==> config.mk <==
export PLATFORM = sky130hd
export DESIGN_NAME = ai_i2s_tdm_tx
export DESIGN_NICKNAME = d
export VERILOG_FILES = /design/src/rtl/ai_i2s_tdm_tx.sv
export SDC_FILE = /design/constraint.sdc
export NUM_CORES = 1
export LEC_CHECK = 0
export ABC_CLOCK_PERIOD_IN_PS = 4200
export CORE_UTILIZATION = 50
export CTS_CLUSTER_DIAMETER = 80
export CTS_CLUSTER_SIZE = 12
export DETAILED_ROUTE_END_ITERATION = 8
export PLACE_DENSITY = 0.74
export SKIP_LAST_GASP = 1
export SYNTH_ARGS = -nofsm -noshare
export SYNTH_HDL_FRONTEND = slang
export SYNTH_SLANG_ARGS = --single-unit
==> constraint.sdc <==
create_clock -name wb_clk_i -period 4.2 [get_ports wb_clk_i]
set_input_delay 0.63 -clock wb_clk_i [delete_from_list [all_inputs] [get_ports wb_clk_i]]
set_output_delay 0.63 -clock wb_clk_i [all_outputs]
set_load 0.05 [all_outputs]
==> src/rtl/ai_i2s_tdm_tx.sv <==
// ai_i2s_tdm_tx
// Multi-channel I2S / one-bit frame-sync TDM transmitter (master mode).
// Samples arrive on a valid/ready stream in channel order, are buffered in a
// small FIFO and are serialized MSB-first into frames of CHANNELS slots of
// SLOT_WIDTH bits. Bit clock and word select are generated from wb_clk_i.
// A frame that cannot be fully served from the FIFO at its start is sent as
// silence and flagged through the sticky underrun_o.
//
// Ports
//   wb_clk_i        sole clock
//   wb_rst_i        synchronous active-high reset
//   enable_i        run the serializer (low returns to idle, FIFO kept)
//   tdm_mode_i      0 = I2S word select, 1 = one-bit TDM frame sync
//   clk_div_i       SCK half period minus one, in wb_clk_i cycles
//   tx_data_valid   sample valid
//   tx_data         sample
//   tx_data_ready   FIFO can accept a sample
//   fifo_level      FIFO occupancy
//   i2s_sck         bit clock
//   i2s_ws          word select / frame sync
//   i2s_sd_out      serial data
//   frame_start_o   one-cycle pulse at every frame launch
//   underrun_o      sticky underrun flag
//   underrun_clr_i  clears underrun_o (a simultaneous set wins)
module ai_i2s_tdm_tx #(
  parameter int SAMPLE_WIDTH = 24,
  parameter int SLOT_WIDTH   = 32,
  parameter int CHANNELS     = 2,
  parameter int FIFO_DEPTH   = 8,
  parameter int DIV_WIDTH    = 8
) (
  input  logic                               wb_clk_i,
  input  logic                               wb_rst_i,
  input  logic                               enable_i,
  input  logic                               tdm_mode_i,
  input  logic [DIV_WIDTH-1:0]               clk_div_i,
  input  logic                               tx_data_valid,
  input  logic [SAMPLE_WIDTH-1:0]            tx_data,
  output logic                               tx_data_ready,
  output logic [$clog2(FIFO_DEPTH+1)-1:0]    fifo_level,
  output logic                               i2s_sck,
  output logic                               i2s_ws,
  output logic                               i2s_sd_out,
  output logic                               frame_start_o,
  output logic                               underrun_o,
  input  logic                               underrun_clr_i
);

  localparam int LVL_W  = $clog2(FIFO_DEPTH + 1);
  localparam int ADDR_W = (FIFO_DEPTH > 1) ? $clog2(FIFO_DEPTH) : 1;
  localparam int BIT_W  = (SLOT_WIDTH > 1) ? $clog2(SLOT_WIDTH) : 1;
  localparam int SLOT_W = (CHANNELS > 1) ? $clog2(CHANNELS) : 1;

  localparam logic [LVL_W-1:0]  DEPTH_L   = LVL_W'(FIFO_DEPTH);
  localparam logic [LVL_W-1:0]  CH_L      = LVL_W'(CHANNELS);
  localparam logic [ADDR_W-1:0] LAST_ADDR = ADDR_W'(FIFO_DEPTH - 1);
  localparam logic [BIT_W-1:0]  LAST_BIT  = BIT_W'(SLOT_WIDTH - 1);
  localparam logic [SLOT_W-1:0] LAST_SLOT = SLOT_W'(CHANNELS - 1);
  // One extra bit so SAMPLE_WIDTH == SLOT_WIDTH (e.g. 32) still fits.
  localparam logic [BIT_W:0]    SAMPLE_L  = (BIT_W + 1)'(SAMPLE_WIDTH);

  // ---------------------------------------------------------------------------
  // Sample FIFO. The head is read combinationally so a popped sample can be
  // launched on the serial line in the very cycle it leaves the FIFO.
  // ---------------------------------------------------------------------------
  logic [SAMPLE_WIDTH-1:0] fifo_mem [FIFO_DEPTH];
  logic [ADDR_W-1:0]       wr_ptr_reg;
  logic [ADDR_W-1:0]       rd_ptr_reg;
  logic [LVL_W-1:0]        level_reg;
  logic                    push_en;
  logic                    pop_en;
  logic                    pop_req;
  logic [SAMPLE_WIDTH-1:0] fifo_head;

  // A full FIFO refuses a push even if a pop happens in the same cycle.
  assign push_en   = tx_data_valid && (level_reg < DEPTH_L);
  assign pop_en    = pop_req && (level_reg != '0);
  assign fifo_head = fifo_mem[rd_ptr_reg];

  always_ff @(posedge wb_clk_i) begin
    if (push_en && !wb_rst_i) begin
      fifo_mem[wr_ptr_reg] <= tx_data;
    end
  end

  always_ff @(posedge wb_clk_i) begin
    if (wb_rst_i) begin
      wr_ptr_reg <= '0;
      rd_ptr_reg <= '0;
      level_reg  <= '0;
    end else begin
      if (push_en) begin
        wr_ptr_reg <= (wr_ptr_reg == LAST_ADDR) ? '0 : wr_ptr_reg + ADDR_W'(1);
      end
      if (pop_en) begin
        rd_ptr_reg <= (rd_ptr_reg == LAST_ADDR) ? '0 : rd_ptr_reg + ADDR_W'(1);
      end
      case ({push_en, pop_en})
        2'b10:   level_reg <= level_reg + LVL_W'(1);
        2'b01:   level_reg <= level_reg - LVL_W'(1);
        default: level_reg <= level_reg;
      endcase
    end
  end

  // ---------------------------------------------------------------------------
  // I2S word-select level per slot: low for the first half of the slots.
  // Sized to the full slot index range so any index is in bounds.
  // ---------------------------------------------------------------------------
  logic [(1 << SLOT_W)-1:0] ws_slot_tbl;

  generate
    for (genvar gi = 0; gi < (1 << SLOT_W); gi++) begin : g_ws_tbl
      assign ws_slot_tbl[gi] = (gi >= CHANNELS / 2);
    end
  endgenerate

  // ---------------------------------------------------------------------------
  // Control FSM
  // ---------------------------------------------------------------------------
  typedef enum logic {
    ST_IDLE = 1'b0,
    ST_RUN  = 1'b1
  } state_t;

  state_t state_reg;
  state_t state_next;

  logic [DIV_WIDTH-1:0]    div_cnt_reg;
  logic [DIV_WIDTH-1:0]    div_lim_reg;
  logic                    sck_reg;
  logic [BIT_W-1:0]        bit_reg;
  logic [SLOT_W-1:0]       slot_reg;
  logic                    frame_valid_reg;
  logic [SAMPLE_WIDTH-1:0] shift_reg;
  logic                    sd_reg;
  logic                    ws_reg;
  logic                    frame_start_reg;
  logic                    underrun_reg;

  logic              run_active;
  logic              div_wrap;
  logic              start_launch;
  logic              launch;
  logic [BIT_W-1:0]  l_bit;
  logic [SLOT_W-1:0] l_slot;
  logic [SLOT_W-1:0] q_slot;
  logic              q_first;
  logic              frame_begin;
  logic              level_ok;
  logic              frame_ok;
  logic              slot_load;
  logic              ws_launch;
  logic              sd_launch;

  // State register
  always_ff @(posedge wb_clk_i) begin
    if (wb_rst_i) begin
      state_reg <= ST_IDLE;
    end else begin
      state_reg <= state_next;
    end
  end

  // Next-state logic
  always_comb begin
    state_next = state_reg;
    case (state_reg)
      ST_IDLE: if (enable_i)  state_next = ST_RUN;
      ST_RUN:  if (!enable_i) state_next = ST_IDLE;
      default: state_next = ST_IDLE;
    endcase
  end

  // Output / control decode
  always_comb begin
    run_active   = (state_reg == ST_RUN) && enable_i;
    div_wrap     = run_active && (div_cnt_reg == div_lim_reg);
    // Leaving idle launches position 0 immediately; afterwards every falling
    // SCK toggle launches the next position.
    start_launch = (state_reg == ST_IDLE) && enable_i;
    launch       = start_launch || (div_wrap && sck_reg);

    // Position being launched this cycle.
    l_bit  = '0;
    l_slot = '0;
    if (!start_launch) begin
      if (bit_reg == LAST_BIT) begin
        l_bit  = '0;
        l_slot = (slot_reg == LAST_SLOT) ? '0 : slot_reg + SLOT_W'(1);
      end else begin
        l_bit  = bit_reg + BIT_W'(1);
        l_slot = slot_reg;
      end
    end

    // WS runs one bit ahead, so it is derived from the position after l.
    q_slot  = l_slot;
    q_first = 1'b0;
    if (l_bit == LAST_BIT) begin
      q_slot  = (l_slot == LAST_SLOT) ? '0 : l_slot + SLOT_W'(1);
      q_first = (l_slot == LAST_SLOT);
    end
    ws_launch = tdm_mode_i ? q_first : ws_slot_tbl[q_slot];

    // The frame is served only if every slot's sample is already queued.
    frame_begin = launch && (l_bit == '0) && (l_slot == '0);
    level_ok    = (level_reg >= CH_L);
    frame_ok    = frame_begin ? level_ok : frame_valid_reg;
    slot_load   = launch && (l_bit == '0) && frame_ok;
    pop_req     = slot_load;

    sd_launch = 1'b0;
    if (slot_load) begin
      sd_launch = fifo_head[SAMPLE_WIDTH-1];
    end else if (frame_ok && ({1'b0, l_bit} < SAMPLE_L)) begin
      sd_launch = shift_reg[SAMPLE_WIDTH-1];
    end
  end

  // ---------------------------------------------------------------------------
  // Divider, frame position and serializer registers
  // ---------------------------------------------------------------------------
  always_ff @(posedge wb_clk_i) begin
    if (wb_rst_i) begin
      div_cnt_reg     <= '0;
      div_lim_reg     <= '0;
      sck_reg         <= 1'b0;
      bit_reg         <= '0;
      slot_reg        <= '0;
      frame_valid_reg <= 1'b0;
      shift_reg       <= '0;
      sd_reg          <= 1'b0;
      ws_reg          <= 1'b0;
      frame_start_reg <= 1'b0;
    end else if (!enable_i) begin
      // Idle, or abort of a running frame: outputs quiet, position cleared.
      div_cnt_reg     <= '0;
      div_lim_reg     <= clk_div_i;
      sck_reg         <= 1'b0;
      bit_reg         <= '0;
      slot_reg        <= '0;
      frame_valid_reg <= 1'b0;
      shift_reg       <= '0;
      sd_reg          <= 1'b0;
      ws_reg          <= 1'b0;
      frame_start_reg <= 1'b0;
    end else begin
      frame_start_reg <= frame_begin;

      // The divisor is sampled at each wrap so a change applies to the next
      // half period instead of truncating the current one.
      if (start_launch) begin
        div_cnt_reg <= '0;
        sck_reg     <= 1'b0;
        div_lim_reg <= clk_div_i;
      end else if (div_wrap) begin
        div_cnt_reg <= '0;
        sck_reg     <= ~sck_reg;
        div_lim_reg <= clk_div_i;
      end else begin
        div_cnt_reg <= div_cnt_reg + DIV_WIDTH'(1);
      end

      if (launch) begin
        bit_reg  <= l_bit;
        slot_reg <= l_slot;
        sd_reg   <= sd_launch;
        ws_reg   <= ws_launch;
        if (frame_begin) begin
          frame_valid_reg <= level_ok;
        end
        if (slot_load) begin
          shift_reg <= fifo_head << 1;
        end else if (frame_ok) begin
          shift_reg <= shift_reg << 1;
        end else begin
          shift_reg <= '0;
        end
      end
    end
  end

  // Sticky underrun: a new underrun beats a simultaneous clear.
  always_ff @(posedge wb_clk_i) begin
    if (wb_rst_i) begin
      underrun_reg <= 1'b0;
    end else if (frame_begin && !level_ok) begin
      underrun_reg <= 1'b1;
    end else if (underrun_clr_i) begin
      underrun_reg <= 1'b0;
    end
  end

  assign tx_data_ready = (level_reg < DEPTH_L);
  assign fifo_level    = level_reg;
  assign i2s_sck       = sck_reg;
  assign i2s_ws        = ws_reg;
  assign i2s_sd_out    = sd_reg;
  assign frame_start_o = frame_start_reg;
  assign underrun_o    = underrun_reg;

endmodule
==> key figures, run 1 <==
Outcome
  – Outcome: complete, no violations

Synthesis
  – Post-synthesis cell count: 628
  – EDFF count, synth: ~190
  – Post-synthesis mux area share: 0.153
  – Largest family of logic cells by synthesized area: multiplexers
  – Cell taking the most area after synthesis: edfxtp_1
  – Post-synthesis compound-gate area fraction: 0.0430
  – Synth Area in Adders: 0.0133
  – Predominant post-synthesis flop cell: edfxtp_1
  – Mapped Nets: just under 700
  – Syn avg cell area: 16.5 µm²
  – Synthesized area: between 10000 and 15000 µm²
  – Largest cells by area after synthesis: edfxtp_1, dfxtp_1, mux4_2
  – Synth top area share: 0.557
  – Post-synthesis xor/xnor area fraction: 0.0195
  – Async SR Flop Fraction: 0
  – Netlist cell types: 54
  – YS warnings: 0
  – Simple-gate portion of the synthesized area: 0.0723
  – Register bit total from synthesis: about 260
  – Register area share after synthesis: 0.683

STA
  – Hold WS: approximately 0.46 ns
  – Clk_skew: 0.0179 ns
  – RSZ-0062 raised after global routing: false
  – Fin. max-slew vios: 0
  – Setup TNS: 0 ns
  – Worst slew pin tran: approximately 0.97 ns
  – Tcrit/Tclk final: 0.848
  – Peak Freq: approximately 280 MHz
  – Fin. Hold Viols: 0
  – Setup Viol. Count Final: 0
  – Minimum clock period: approximately 3.6 ns
  – Max_slew headroom: 0.351

GRT
  – First-pass GRT wire length: roughly 31000 µm
  – Vias in the first global route: between 5k and 6k
  – GR Overflow Total: 0
  – Initial antenna violation count: 0
  – Largest net degree at the start of global routing: 49
  – Gr usage total: 0.189

Setup path
  – Worst setup EP type: flip-flop
  – Startpoint types: flip-flop
  – Worst EP required: around 4.7 ns
  – CP max FO: 7
  – Setup CP Type: flip-flop to flip-flop
  – Worst Path Arrival: 4.03 ns

Layout
  – Core Util, Final: 0.585
  – Area Growth Syn to Fin: 14.4%
  – Multi-input gate area: ~3100 µm²
  – Max reg flops: between 150 and 200
  – Share of post-route cells with drive strength above 1: 0.199
  – Most frequent cells in the layout: edfxtp_1, dfxtp_1, mux4_2
  – Layout fillers: ~1.5k
  – Storage cell area: around 7100 µm²
  – Final layout net count: ~730
  – Most common cell after layout, fill and taps aside: edfxtp_1
  – Ant diodes: 0

Clocking
  – CTS tree: yes
  – Post-CTS setup buffers: 0
  – Sink Count: roughly 260
  – Post-CTS Resized: 0
  – Clock Path Buffers: 3
  – Number of CTS-inserted buffers: 25
  – Htree depth: 1
  – Clk root buf: clkbuf_16
  – Hold Buf Count CTS: 0
  – Clock transition at the registers of the reported paths: about 0.060 ns
  – Clk_lat worst skew: between 0.5 and 0.6 ns

Drt
  – Vias/cell: a little under 6
  – Final ANT Viol Nets: 0
  – Total number of vias: roughly 5.6k
  – Pre-antenna DRT Iters: 5
  – WL/cell: between 15 and 20 µm
  – Initial DRC Count: 362
  – Remaining DRCs: 0
  – Final wirelength: a little under 20000 µm

Power
  – Pleak: about 3.8 nW
  – PwrDens: 453 nW/µm²
  – Maximum VDD drop: roughly 320 µV
  – Pwr Total: 5.36 mW

Flow run
  – Max Cap Viol: 0

Floorplan
  – CORE AREA: slightly above 20000 µm²
  – Starting Density: 0.512
  – Num rows: 52
  – Chip Width: 146 µm
  – Die area: between 20000 and 25000 µm²
  – Die Y: between 100 and 150 µm
  – Number of placed I/O pins: between 40 and 50

Place
  – Placer Congestion: between 0.8 and 0.9
  – # port buffers: 47
  – Dpl hpwl: around 11000 µm

Min path
  – Hold Path Class: flip-flop to flip-flop
-- path summary, 6_finish.rpt --
path	slack, ns	to	startpoint	depth (start not counted)
setup / recovery	0.64	fifo_level[2]$_SDFFE_PP0P_	bit_reg[0]$_SDFFE_PP0P_	14
hold / removal	0.46	shift_reg[12]$_SDFFE_PP0P_	shift_reg[12]$_SDFFE_PP0P_	2
setup reg to reg	0.64	fifo_level[2]$_SDFFE_PP0P_	bit_reg[0]$_SDFFE_PP0P_	14
hold reg to reg	0.46	shift_reg[12]$_SDFFE_PP0P_	shift_reg[12]$_SDFFE_PP0P_	2
-- Yosys cell counts, types with 2 or more instances --
master and count:
edfxtp_1 192, dfxtp_1 65, mux4_2 48, nor2_1 44, mux2i_1 29, nand2_1 29
nand3_1 20, xor2_1 20, mux2_2 19, o21ai_0 16, a21oi_1 15, clkbuf_1 13
ha_1 11, buf_2 9, nor3_1 9, o21ai_1 9, nand2b_1 8, a31oi_1 7
o21ai_2 7, nor2b_1 5, or3_1 5, and3_1 3, buf_1 3, inv_1 3
xnor2_1 3, a211oi_1 2, and2_2 2, and3_2 2, buf_6 2, nor2_4 2
nor3b_1 2, nor4_4 2
-- routing by layer --
layer | share of wire | global-route usage | vias up
met5 | 0 | 0 | -
met2 | 0.50 | 0.321 | 148
met1 | 0.43 | 0.251 | 2887
met3 | 0.045 | 0.0332 | 33
met4 | 0.024 | 0.0537 | 0
li1 | - | - | 2552
-- cells by family after synthesis --
group	count (synthesis)
AO/OA/AOI/OAI	67
adder cells (fa/ha/maj)	11
multiplexers	96
AND/OR/NAND/NOR	142
flip-flops	257
XOR/XNOR	23
buffers and inverters	32
-- final cells by class --
| type | instances | share of cell area |
|---|---|---|
| multi-input cells | 339 | 0.265 |
| flip-flops and latches | 257 | 0.597 |
| clock buffers | 43 | 0.0585 |
| repair buffers | 59 | 0.0473 |
| inverters | 3 | 0.000951 |
| clock inverters | 2 | 0.00243 |
| well taps | 270 | 0.0285 |
-- where the power goes --
group	switching, mW	internal [mW]
sequential	0.0868	2.78
combinational	0.236	0.244
clock	0.889	1.12
total	1.21	4.15
-- critical path, stage by stage (launching register included) --
cell and delay, ns:
dfxtp_1 0.37, ha_1 0.27, and3_1 0.20, ha_1 0.35, nor4b_2 0.42, a21oi_1 0.20
o21ai_4 0.15, and2_2 0.20, ha_1 0.31, xor2_1 0.20, ha_1 0.16, a21oi_1 0.04
xor2_1 0.17, or3_1 0.31, a21oi_1 0.14
-- metrics by stage --
stage / setup WS (ns) / std cells / instance area, µm²
after floorplan: 0.491 / 628 / 10400
after global placement: 0.766 / 928 / 11100
after detailed placement: 0.690 / 928 / 11100
after CTS: 0.676 / 973 / 11800
after global routing: 0.343 / 973 / 11800
final: 0.638 / 973 / 11800
Power figures use the tool's default switching activity.
==> run 2, diff against run 1 <==
--- a/config.mk
+++ b/config.mk
@@ -5,7 +5,7 @@
 export SDC_FILE = /design/constraint.sdc
 export NUM_CORES = 1
 export LEC_CHECK = 0
-export ABC_CLOCK_PERIOD_IN_PS = 4200
+export ABC_CLOCK_PERIOD_IN_PS = 3500
 export CORE_UTILIZATION = 50
 export CTS_CLUSTER_DIAMETER = 80
 export CTS_CLUSTER_SIZE = 12
==> constraint.sdc (replaced) <==
create_clock -name wb_clk_i -period 3.5 [get_ports wb_clk_i]
set_input_delay 0.525 -clock wb_clk_i [delete_from_list [all_inputs] [get_ports wb_clk_i]]
set_output_delay 0.525 -clock wb_clk_i [all_outputs]
set_load 0.05 [all_outputs]
==> key figures, run 2 (same netlist as run 1, synthesis figures left out) <==
Power
  – Switch Pwr: 1.44 mW (+18%)
  – Switching Share: 0.224 (-0.00208)
  – Sequential share of power: 0.533 (-0.002)
  – Pleak: 3.85 nW (+0.32%)
  – Maximum VDD drop: 330 µV (+3.3%)
  – Internal Power: 4.98 mW (+20%)
  – Clk pwr share: 0.370 (-0.005)
  – PwrDens: 538 nW/µm² (+19%)
  – Gate power share: 0.097 (+0.007)
  – Pwr Total: 6.41 mW (+20%)

Layout
  – Area Growth Syn to Fin: 15.1%
  – Most common cell after layout, fill and taps aside: edfxtp_1
  – Final layout net count: 740 (+0.82%)
  – Ant diodes: 0 (unchanged)
  – Max reg flops: 192 (unchanged)
  – Share of post-route cells with drive strength above 1: 0.209 (+0.00989)
  – Most frequent cells in the layout: edfxtp_1, dfxtp_1, mux4_2

Floorplan
  – Die Y: 146 µm (unchanged)
  – CORE AREA: 20200 µm² (unchanged)
  – Chip Width: 146 µm (unchanged)
  – Number of placed I/O pins: 48 (unchanged)
  – Num rows: 52 (unchanged)
  – Die area: 21300 µm² (unchanged)
  – Starting Density: 0.512 (unchanged)

Setup path
  – CP max FO: 6 (-1)
  – Flop-to-flop setup slack: 0.23 ns (-0.41 ns)
  – Worst setup EP type: flip-flop
  – Startpoint types: flip-flop
  – Setup CP Type: flip-flop to flip-flop
  – Worst EP required: 3.95 ns (-0.72 ns)
  – Worst Path Arrival: 3.72 ns (-0.31 ns)

Drt
  – Final wirelength: 19500 µm (+0.87%)
  – Vias/cell: 5.64 (-2.3%)
  – Remaining DRCs: 0 (unchanged)
  – Initial DRC Count: 354 (-2.2%)
  – Total number of vias: 5518 (-1.8%)
  – Pre-antenna DRT Iters: 4 (-1)
  – WL/cell: 20.0 µm (+0.36%)
  – Final ANT Viol Nets: 0 (unchanged)

STA
  – Max_slew headroom: 0.544 (+0.193)
  – Clk_skew: 0.0145 ns (-0.00344 ns)
  – Hold WS: 0.455 ns (-0.00407 ns)
  – Minimum clock period: 3.27 ns (-0.289 ns)
  – Fin. Hold Viols: 0 (unchanged)
  – Tcrit/Tclk final: 0.935 (+0.0871)
  – Setup Viol. Count Final: 0 (unchanged)
  – Peak Freq: 305 MHz (+8.8%)
  – Fin. max-slew vios: 0 (unchanged)
  – Worst slew pin tran: 0.683 ns (-0.290 ns)
  – RSZ-0062 raised after global routing: false
  – Setup TNS: 0 ns (unchanged)

Outcome
  – Outcome: complete, no violations

GRT
  – Gr usage total: 0.193 (+0.00381)
  – Largest net degree at the start of global routing: 27 (-45%)
  – Vias in the first global route: 5940 (+2.6%)
  – GR Overflow Total: 0 (unchanged)
  – Initial antenna violation count: 0 (unchanged)
  – First-pass GRT wire length: 31800 µm (+1.7%)

Min path
  – Hold Path Class: flip-flop to flip-flop

Place
  – Placer Congestion: 0.844 (-0.40%)
  – # port buffers: 47 (unchanged)
  – Dpl hpwl: 12000 µm (+4.8%)

Clocking
  – Post-CTS Resized: 0 (unchanged)
  – Hold Buf Count CTS: 0 (unchanged)
  – Htree depth: 1 (unchanged)
  – CTS tree: yes
  – Number of CTS-inserted buffers: 25 (unchanged)
  – Clock Path Buffers: 3 (unchanged)
  – Clock transition at the registers of the reported paths: 0.06 ns (about the same)
  – Clk_lat worst skew: 0.52 ns (about the same)
  – Post-CTS setup buffers: 0 (unchanged)
  – Sink Count: 257 (unchanged)
  – Clk root buf: clkbuf_16

Flow run
  – Max Cap Viol: 0 (unchanged)
[run 2: layer usage]
metal	wire, µm	global-route usage	part of all wire
met5	0	0	0
met4	343	0.0511	0.018
met3	1050	0.0313	0.054
met2	9990	0.335	0.51
met1	8160	0.253	0.42
[run 2: critical path, stage by stage, from the launching register on]
cell,delay [ns]
dfxtp_1,0.39
ha_1,0.23
and3_1,0.18
ha_2,0.32
nor4b_4,0.29
a21oi_1,0.17
o21ai_4,0.16
and2_2,0.20
ha_2,0.26
xor2_1,0.17
ha_1,0.16
a21oi_1,0.05
xor2_1,0.17
or3_1,0.32
a21oi_1,0.14
[run 2: final timing paths]
check / startpoint / end / cells after the start
setup / recovery: bit_reg[1]$_SDFFE_PP0P_ / fifo_level[2]$_SDFFE_PP0P_ / 14
hold / removal: shift_reg[17]$_SDFFE_PP0P_ / shift_reg[17]$_SDFFE_PP0P_ / 2
setup reg to reg: bit_reg[1]$_SDFFE_PP0P_ / fifo_level[2]$_SDFFE_PP0P_ / 14
hold reg to reg: shift_reg[17]$_SDFFE_PP0P_ / shift_reg[17]$_SDFFE_PP0P_ / 2
[run 2: power groups by stage]
| stage | clock network [mW] | logic [mW] | registers (mW) |
|---|---|---|---|
| final | 2.37 | 0.619 | 3.42 |
| after global routing | 2.56 | 0.668 | 3.43 |
| after CTS | 2.44 | 0.625 | 3.42 |
| after detailed placement | 0 | 0.621 | 3.49 |
| after global placement | 0 | 0.604 | 3.48 |
| after floorplan | 0 | 0.418 | 3.48 |
[run 2: layout make-up]
class                   instances  area [µm²]
fillers                      1509        8320
flip-flops and latches        257        7070
multi-input cells             339        3170
clock buffers                  43         693
repair buffers                 65         618
well taps                     270         338
inverters                       3        11.3
clock inverters                 1        8.76
[run 2: through the flow]
step | worst slack, ns | instance area [µm²] | util | std cells
after floorplan | 0.121 | 10400 | - | 628
after global placement | 0.191 | 11200 | 0.553 | 934
after detailed placement | 0.102 | 11200 | 0.553 | 934
after CTS | 0.0975 | 11900 | 0.588 | 978
after global routing | 0.0239 | 11900 | 0.589 | 978
final | 0.227 | 11900 | 0.589 | 978
==> run 3, diff against run 2 <==
--- a/config.mk
+++ b/config.mk
@@ -6,11 +6,11 @@
 export NUM_CORES = 1
 export LEC_CHECK = 0
 export ABC_CLOCK_PERIOD_IN_PS = 3500
-export CORE_UTILIZATION = 50
+export CORE_UTILIZATION = 60
 export CTS_CLUSTER_DIAMETER = 80
 export CTS_CLUSTER_SIZE = 12
 export DETAILED_ROUTE_END_ITERATION = 8
-export PLACE_DENSITY = 0.74
+export PLACE_DENSITY = 0.85
 export SKIP_LAST_GASP = 1
 export SYNTH_ARGS = -nofsm -noshare
 export SYNTH_HDL_FRONTEND = slang
==> key figures, run 3 (same netlist as run 1, synthesis figures left out) <==
Clocking
  – Sink Count: 257 (unchanged)
  – Htree depth: 1 (unchanged)
  – Clock transition at the registers of the reported paths: 0.07 ns (about the same)
  – Number of CTS-inserted buffers: 25 (unchanged)
  – CTS tree: yes
  – Clock Path Buffers: 3 (unchanged)
  – Clk root buf: clkbuf_16
  – Clk_lat worst skew: 0.53 ns (about the same)

Power
  – PwrDens: 540 nW/µm² (+0.22%)
  – Pwr Total: 6.45 mW (+0.56%)
  – Maximum VDD drop: 492 µV (+49%)
  – Pleak: 3.91 nW (+1.5%)

Setup path
  – Startpoint types: flip-flop
  – Worst EP required: 3.95 ns (about the same)
  – Worst setup EP type: flip-flop
  – Highest-delay cell along the critical path: dfxtp_2
  – Crit path buf inv count: 0 (unchanged)
  – Most Frequent Cell on Critical Path: a21oi_1
  – Crit path largest cell delay: 0.35 ns (-0.04 ns)
  – Worst Path Arrival: 3.76 ns (+0.04 ns)
  – Setup CP Type: flip-flop to flip-flop
  – CP max FO: 7 (+1)
  – Cells along the critical path: ha_2 > and3_1 > ha_1 > nor4b_2 > a21oi_1 > o21ai_4 > and2_2 > ha_4 > xor2_1 > ha_1 > a21oi_1 > xor2_1 > or3_1 > a21oi_1
  – Top delay family on crit path: simple AND/OR/NAND/NOR gates

Min path
  – Hold Path Class: flip-flop to flip-flop

Place
  – Placer Congestion: 0.829 (-1.8%)
  – Placed cell count: 892 (-4.5%)
  – Dpl hpwl: 13000 µm (+8.1%)
  – Post-DP Area: 11200 µm² (+0.20%)
  – # port buffers: 47 (unchanged)

Layout
  – Storage cell area: 7070 µm² (unchanged)
  – Max reg flops: 192 (unchanged)
  – Final layout net count: 748 (+1.1%)
  – Most frequent cells in the layout: edfxtp_1, dfxtp_1, mux4_2
  – Share of post-route cells with drive strength above 1: 0.219 (+0.0102)
  – Layout fillers: 1027 (-32%)
  – Ant diodes: 0 (unchanged)
  – Post-route insts no fill: 936 (-4.3%)
  – Area of all placed cells without fillers: 12000 µm² (+0.34%)
  – Most common cell after layout, fill and taps aside: edfxtp_1
  – Area Growth Syn to Fin: 15.5%
  – Multi-input gate area: 3170 µm² (about the same)

STA
  – Clk_skew: 0.0155 ns (+0.00104 ns)
  – Hold WS: 0.450 ns (-0.00495 ns)
  – Tcrit/Tclk final: 0.947 (+0.0114)
  – Setup Viol. Count Final: 0 (unchanged)
  – Max_slew headroom: 0.568 (+0.0240)
  – Peak Freq: 302 MHz (-1.2%)
  – Worst slew pin tran: 0.646 ns (-0.0369 ns)
  – Fin. max-slew vios: 0 (unchanged)
  – Fin. Hold Viols: 0 (unchanged)
  – Setup TNS: 0 ns (unchanged)
  – RSZ-0062 raised after global routing: false
  – Minimum clock period: 3.31 ns (+0.0399 ns)

GRT
  – Initial antenna violation count: 0 (unchanged)
  – Most Used Layer, Global Route: met2
  – Met3 GRT Util: 0.0365 (+0.00518)
  – Met1 Use GR: 0.305 (+0.0513)
  – Gr usage total: 0.236 (+0.0427)
  – Vias in the first global route: 5975 (+0.59%)
  – Largest net degree at the start of global routing: 28 (+3.7%)
  – GR Overflow Total: 0 (unchanged)
  – GRT met2 Usage: 0.408 (+0.0728)
  – First-pass GRT wire length: 31800 µm (about the same)

Drt
  – Pre-antenna DRT Iters: 5 (+1)
  – Final wirelength: 20200 µm (+3.6%)
  – Final ANT Viol Nets: 0 (unchanged)
  – Initial DRC Count: 360 (+1.7%)
  – Remaining DRCs: 0 (unchanged)
  – Vias/cell: 6.13 (+8.7%)
  – WL/cell: 21.6 µm (+8.2%)
  – Total number of vias: 5739 (+4.0%)

Floorplan
  – Chip Width: 133 µm (-8.6%)
  – CORE AREA: 16700 µm² (-17%)
  – Starting Density: 0.620 (+0.108)
  – Die Y: 133 µm (-8.6%)
  – Die area: 17800 µm² (-16%)
  – Num rows: 47 (-9.6%)
  – Number of placed I/O pins: 48 (unchanged)

Outcome
  – Outcome: complete, no violations

Flow run
  – Max Cap Viol: 0 (unchanged)
-- run 3: worst paths after layout --
| check | from | to | slack (ns) | cells after the start |
|---|---|---|---|---|
| min reg2reg | shift_reg[7]$_SDFFE_PP0P_ | shift_reg[7]$_SDFFE_PP0P_ | 0.45 | 2 |
| max reg2reg | bit_reg[0]$_SDFFE_PP0P_ | fifo_level[2]$_SDFFE_PP0P_ | 0.19 | 14 |
| max | bit_reg[0]$_SDFFE_PP0P_ | fifo_level[2]$_SDFFE_PP0P_ | 0.19 | 14 |
| min | shift_reg[7]$_SDFFE_PP0P_ | shift_reg[7]$_SDFFE_PP0P_ | 0.45 | 2 |
-- run 3: worst reg2reg max path: cells and delay by family (launching register included) --
family                   cells  cell delay, ns
adder cells (fa/ha/maj)      4            0.96
XOR/XNOR                     2            0.20
AND/OR/NAND/NOR              4            1.06
flip-flops                   1            0.35
AO/OA/AOI/OAI                4            0.68
-- run 3: final cells by class --
type                            count  share of cell area
Clock inverter                      2             0.00241
Clock buffer                       42              0.0577
Inverter                            3            0.000942
Sequential cell                   257               0.592
Tap cell                          220              0.0230
Multi-Input combinational cell    339               0.265
Timing Repair Buffer               73              0.0588
-- run 3: metrics by stage --
step,setup slack (ns),util
6_report,0.187,0.716
5_1_grt,0.0340,0.716
4_1_cts,0.0426,0.715
3_5_place_dp,0.0889,0.672
3_3_place_gp,0.221,0.672
2_1_floorplan,0.121,-
-- run 3: layer usage --
metal | vias up | routed length, µm
li1 | 2581 | -
met1 | 2886 | 8020
met2 | 224 | 10600
met3 | 48 | 1120
met4 | 0 | 538
met5 | - | 0
-- run 3: power breakdown --
group | switching [mW] | internal (mW) | leakage [nW]
combinational | 0.328 | 0.307 | 1.30
sequential | 0.0761 | 3.34 | 2.26
clock | 1.05 | 1.35 | 0.342
-- run 3: timing repair --
item,4_1_cts,5_1_grt
buffers inserted,0,0
resized for setup,1,3
endpoints found under the setup margin,1,2
hold buffers,0,0
